## src/rtl/spi_host_bridge.sv

```systemverilog
// Host-side bridge in front of an SPI master: buffers TX bytes, sequences
// one load/start/done exchange per byte with a watchdog, and queues replies in an RX FIFO.
module spi_host_bridge #(
  parameter int DEPTH   = 4,
  parameter int TIMEOUT = 255,
  parameter int CW      = 8
) (
  input  logic       clk,
  input  logic       reset,
  input  logic [7:0] tx_data,
  input  logic       tx_valid,
  output logic       tx_ready,
  output logic [7:0] rx_data,
  output logic       rx_valid,
  input  logic       rx_ready,
  input  logic       cfg_cpol,
  input  logic       cfg_cpha,
  input  logic [1:0] cfg_select,
  output logic       spi_cpol,
  output logic       spi_cpha,
  output logic [1:0] spi_select,
  output logic       spi_load,
  output logic [7:0] spi_data_out,
  output logic       spi_start,
  input  logic       spi_done,
  input  logic [7:0] spi_data_in,
  output logic       busy,
  output logic       err_timeout
);

  localparam int AW = $clog2(DEPTH);

  localparam logic [2:0] S_IDLE  = 3'd0;
  localparam logic [2:0] S_LOAD  = 3'd1;
  localparam logic [2:0] S_START = 3'd2;
  localparam logic [2:0] S_WAIT  = 3'd3;
  localparam logic [2:0] S_STORE = 3'd4;

  logic [2:0]    state;
  logic [7:0]    tx_mem [DEPTH];
  logic [7:0]    rx_mem [DEPTH];
  logic [AW:0]   tx_wptr, tx_rptr, rx_wptr, rx_rptr;
  logic [CW-1:0] wd;
  logic [CW-1:0] wd_next;
  logic [7:0]    rx_hold;
  logic [7:0]    data_q;
  logic [7:0]    tx_head;
  logic          tx_empty, tx_full, rx_empty, rx_full;
  logic          tx_push, tx_pop, rx_push, rx_pop;

  // Pointers carry an extra wrap bit so full and empty are distinguishable.
  assign tx_empty = (tx_wptr == tx_rptr);
  assign tx_full  = (tx_wptr[AW] != tx_rptr[AW]) && (tx_wptr[AW-1:0] == tx_rptr[AW-1:0]);
  assign rx_empty = (rx_wptr == rx_rptr);
  assign rx_full  = (rx_wptr[AW] != rx_rptr[AW]) && (rx_wptr[AW-1:0] == rx_rptr[AW-1:0]);

  assign tx_ready = !tx_full;
  assign tx_push  = tx_valid && tx_ready;
  assign tx_pop   = (state == S_LOAD);
  assign rx_valid = !rx_empty;
  assign rx_push  = (state == S_STORE);
  assign rx_pop   = rx_valid && rx_ready;

  assign tx_head      = tx_mem[tx_rptr[AW-1:0]];
  assign rx_data      = rx_valid ? rx_mem[rx_rptr[AW-1:0]] : 8'h00;
  assign spi_data_out = (state == S_LOAD) ? tx_head : data_q;
  assign spi_load     = (state == S_LOAD);
  assign spi_start    = (state == S_START);
  assign busy         = (state != S_IDLE);
  assign wd_next      = wd + 1'b1;

  // NOTE: the storage arrays are not reset; the pointers alone decide which entries are valid.
  always_ff @(posedge clk) begin
    if (tx_push) tx_mem[tx_wptr[AW-1:0]] <= tx_data;
    if (rx_push) rx_mem[rx_wptr[AW-1:0]] <= rx_hold;
  end

  always_ff @(posedge clk or posedge reset) begin
    if (reset) begin
      tx_wptr <= '0;
      tx_rptr <= '0;
      rx_wptr <= '0;
      rx_rptr <= '0;
    end else begin
      if (tx_push) tx_wptr <= tx_wptr + 1'b1;
      if (tx_pop)  tx_rptr <= tx_rptr + 1'b1;
      if (rx_push) rx_wptr <= rx_wptr + 1'b1;
      if (rx_pop)  rx_rptr <= rx_rptr + 1'b1;
    end
  end

  // NOTE: every state register uses <= so all branches see the pre-edge values.
  always_ff @(posedge clk or posedge reset) begin
    if (reset) begin
      state       <= S_IDLE;
      wd          <= '0;
      rx_hold     <= '0;
      data_q      <= '0;
      spi_cpol    <= 1'b0;
      spi_cpha    <= 1'b0;
      spi_select  <= 2'b00;
      err_timeout <= 1'b0;
    end else begin
      case (state)
        S_IDLE: begin
          // Only one byte is ever in flight, so a free RX slot now is a free slot at STORE.
          if (!tx_empty && !rx_full) state <= S_LOAD;
        end
        S_LOAD: begin
          data_q     <= tx_head;
          spi_cpol   <= cfg_cpol;
          spi_cpha   <= cfg_cpha;
          spi_select <= cfg_select;
          state      <= S_START;
        end
        S_START: begin
          wd    <= '0;
          state <= S_WAIT;
        end
        S_WAIT: begin
          wd <= wd_next;
          if (spi_done) begin
            rx_hold <= spi_data_in;
            state   <= S_STORE;
          end else if (wd_next == CW'(TIMEOUT)) begin
            err_timeout <= 1'b1;
            state       <= S_IDLE;
          end
        end
        S_STORE: state <= S_IDLE;
        default: state <= S_IDLE;
      endcase
    end
  end

endmodule

```

## config.mk

```make
export PLATFORM = sky130hd
export DESIGN_NAME = spi_host_bridge
export DESIGN_NICKNAME = d
export VERILOG_FILES = /design/src/rtl/spi_host_bridge.sv
export SDC_FILE = /design/constraint.sdc
export NUM_CORES = 1
export LEC_CHECK = 0
export ABC_AREA = 1
export CAP_MARGIN = 5
export CELL_PAD_IN_SITES_DETAIL_PLACEMENT = 0
export CELL_PAD_IN_SITES_GLOBAL_PLACEMENT = 1
export CORE_UTILIZATION = 40
export CTS_CLUSTER_SIZE = 25
export DETAILED_ROUTE_END_ITERATION = 12
export PLACE_DENSITY_LB_ADDON = 0.1
export SYNTH_ARGS = -nofsm -noshare
export SYNTH_HDL_FRONTEND = slang
export SYNTH_SLANG_ARGS = --single-unit
```

## constraint.sdc

```tcl
create_clock -name clk -period 4.45 [get_ports clk]
set_input_delay 0.89 -clock clk [delete_from_list [all_inputs] [get_ports clk]]
set_output_delay 0.89 -clock clk [all_outputs]
set_load 0.005 [all_outputs]
```

==> impl_metrics.yaml <==
status:
  status: "completed"
cts:
  cts_max_level: 3
  clk_latency_ns: 0.36
  clockRootBuffer: "clkbuf_16"
  tritoncts: "built"
  cts.repair.resized: 0
  hold_buffers: 0
  cts_inserted_buffers: 9
  post_cts.repair.setup_buffers: 0
  clockBufferDepth: 2
  clock-sinks: 108
  clk_pin_slew_ns: 0.07
timing:
  rsz0062_at_grt: "false"
  setup_violations: 0
  hold_viol: 0
  max_slew_margin: 0.366
  worst_slack_ns: 1.06
  clock-skew-final_ns: 0.00518
  report.final.slew_viol_count: 0
  period_share: 0.762
  max_freq_mhz: 295
  finalCriticalPeriod_ns: 3.39
  tightest_slew_ns: 0.950
  tns_ns: 0
worst_setup_path:
  critPathCaptureType: "output pin"
  worstPathArrival_ns: 2.50
  r2r_cells: 6
  crit_type: "flop to output pin"
  cp-start-kind: "flop"
  worstPathRequired_ns: 3.56
  timing.rr.start: "tx_rptr[0]"
  cp_max_fo: 17
  timing.rr.end: "tx_mem[0][3]"
  reg2reg_slack_ns: 2.03
floorplanning:
  die_w_um: 110
  dieArea_um2: 12200
  die_y_um: 110
  start_util: 0.411
  io_pins: 51
  core.rowCount: 39
  core_um2: 11400
drt:
  wl_per_cell_um: 13.8
  wl_met2_um: 4190
  dr.max_layer_used: "met4"
  firstDrtPassIters: 4
  drt_iter0_drc: 107
  via_count: 3013
  wl_um: 8700
  drtAntennaViolNets: 0
  wl_met3_um: 219
  avgViaCountPerCell: 4.77
  drcViolationCount: 0
  m1WireLength_um: 4100
finish:
  n_antenna_cell: 0
  final_nets: 520
  postLayoutCoreUtil: 0.489
  drive_gt1_frac: 0.0799
  syn2layout_area_growth_pct: 18.9
global_routing:
  grt_pass1_vias: 2897
  grt_pass1_wl_um: 14600
  grt_max_degree: 45
  antenna_found_initial: 0
  grt_overflow: 0
  grt_usage: 0.162
synth:
  synth_nets: 470
  synth_cells: 433
  seq_area_frac_synth: 0.644
  ys_types: 31
  yosysTopAreaCell: "edfxtp_1"
  ys_warn_count: 0
  ys_seq_elements: 108
  ys_top_cells_by_area: "edfxtp_1 41%, dfrtp_1 23%, nand2_1 8.5%"
  syn_area_um2: 4700
  synth.avg_cell_area_um2: 10.8
  yosysTopAreaCellShare: 0.409
hold_path:
  hp-start: "err_timeout"
  worstHoldEndpoint: "err_timeout"
  whs_path_depth: 2
  hold_path_class: "flop to flop"
placement:
  port_buffers: 50
  dp_hpwl_um: 5830
  dp_worst_setup_slack_ns: 1.40
  place_congestion: 0.726
pwr:
  p_leak_nw: 2.33
  p_total_mw: 3.69
  power_density_nw_per_um2: 661
  peakVddDrop_mv: 0.289
run:
  cap_violations: 0
[where the power goes]
part | switching [mW] | leakage, nW | internal [mW] | total [mW]
clock | 0.382 | 0.144 | 0.393 | 0.775
sequential | 0.237 | 1.13 | 1.35 | 1.58
combinational | 0.723 | 1.05 | 0.606 | 1.33
total | 1.34 | 2.33 | 2.35 | 3.69
[worst max-delay path: stages (launching register included)]
cell and delay (ns):
dfrtp_1 0.51, nor3_4 0.66, inv_2 0.30, nand2_1 0.12, nand2_1 0.08, clkdlybuf4s50_1 0.47
[synth_stat cells]
cell type / instances
xnor2_1: 1
nand3_1: 7
a21oi_1: 2
buf_6: 3
inv_4: 1
o211ai_1: 1
nand2_2: 5
inv_6: 2
o32ai_1: 8
dfrtp_1: 44
nor2_4: 2
edfxtp_1: 64
ha_1: 12
nor2_8: 1
nor3_4: 1
nor2_1: 57
o21ai_0: 34
clkinv_4: 1
clkbuf_1: 1
buf_2: 5
xor2_1: 9
buf_4: 2
inv_2: 4
nand4_1: 2
nand4_4: 1
inv_1: 41
o22ai_1: 12
nand2_1: 106
nand4_2: 1
nand2_4: 2
nand3_4: 1
[cells by family (layout without fill, tap and decap cells)]
logic type | count (synthesis) | count (layout) | share of synthesized area
compound gates | 57 | 57 | 0.0709
xor+xnor | 10 | 10 | 0.0187
fa+ha+maj | 12 | 12 | 0.0320
buf+inv | 60 | 115 | 0.0594
flops | 108 | 108 | 0.644
simple gates | 186 | 186 | 0.175
[layout make-up]
type | count | area (µm²)
fill | 1080 | 5840
sequential | 108 | 3020
multi-input combinational | 265 | 1390
timing repair buffer | 50 | 500
clock buffer | 9 | 225
inverter | 49 | 201
tap | 143 | 179
clock inverter | 7 | 60.1
[per-stage QoR]
stage,cell area (µm²),std cells,hold slack (ns)
floorplan,4700,433,0.457
CTS,5580,631,0.478
finish,5580,631,0.468
global route,5580,631,0.505
global placement,5300,615,0.451
detailed placement,5300,615,0.454
[registers in the layout, summed over array words and instances, names as in the netlist]
name         flops
tx_rptr          3
data_q           8
state            3
spi_select       2
rx_hold          8
err_timeout      1
rx_wptr          3
spi_cpha         1
tx_mem          32
rx_mem          32
tx_wptr          3
spi_cpol         1
wd               8
rx_rptr          3
[worst max path at each step]
| stage | start | endpoint | slack (ns) | cells after the start |
|---|---|---|---|---|
| 4_1_cts | state[2] | spi_data_out[4] | 1.0 | 5 |
| 5_1_grt | state[2] | spi_data_out[2] | 0.85 | 5 |
| 6_report | state[2] | spi_data_out[4] | 1.06 | 5 |
| 3_5_place_dp | state[2] | spi_data_out[4] | 1.40 | 5 |
| 2_1_floorplan | tx_rptr[0] | spi_data_out[5] | 2.39 | 7 |
| 3_3_place_gp | state[2] | spi_data_out[4] | 1.39 | 5 |
[placed cells by master (no fill, tap or decap), drive strengths merged]
master / instances
nor2: 60
o22ai: 12
edfxtp: 64
clkinv: 2
xnor2: 1
clkdlybuf4s50: 50
nand4: 4
ha: 12
inv: 54
o211ai: 1
xor2: 9
dfrtp: 44
o21ai: 34
clkbuf: 9
o32ai: 8
nor3: 1
nand3: 8
a21oi: 2
nand2: 113
[routing by layer]
layer  vias to the layer above  track usage
li1                       1534            -
met1                      1432        0.214
met2                        34        0.259
met3                        13       0.0294
met4                         0       0.0789
met5                         -            0
Power figures use the tool's default switching activity.
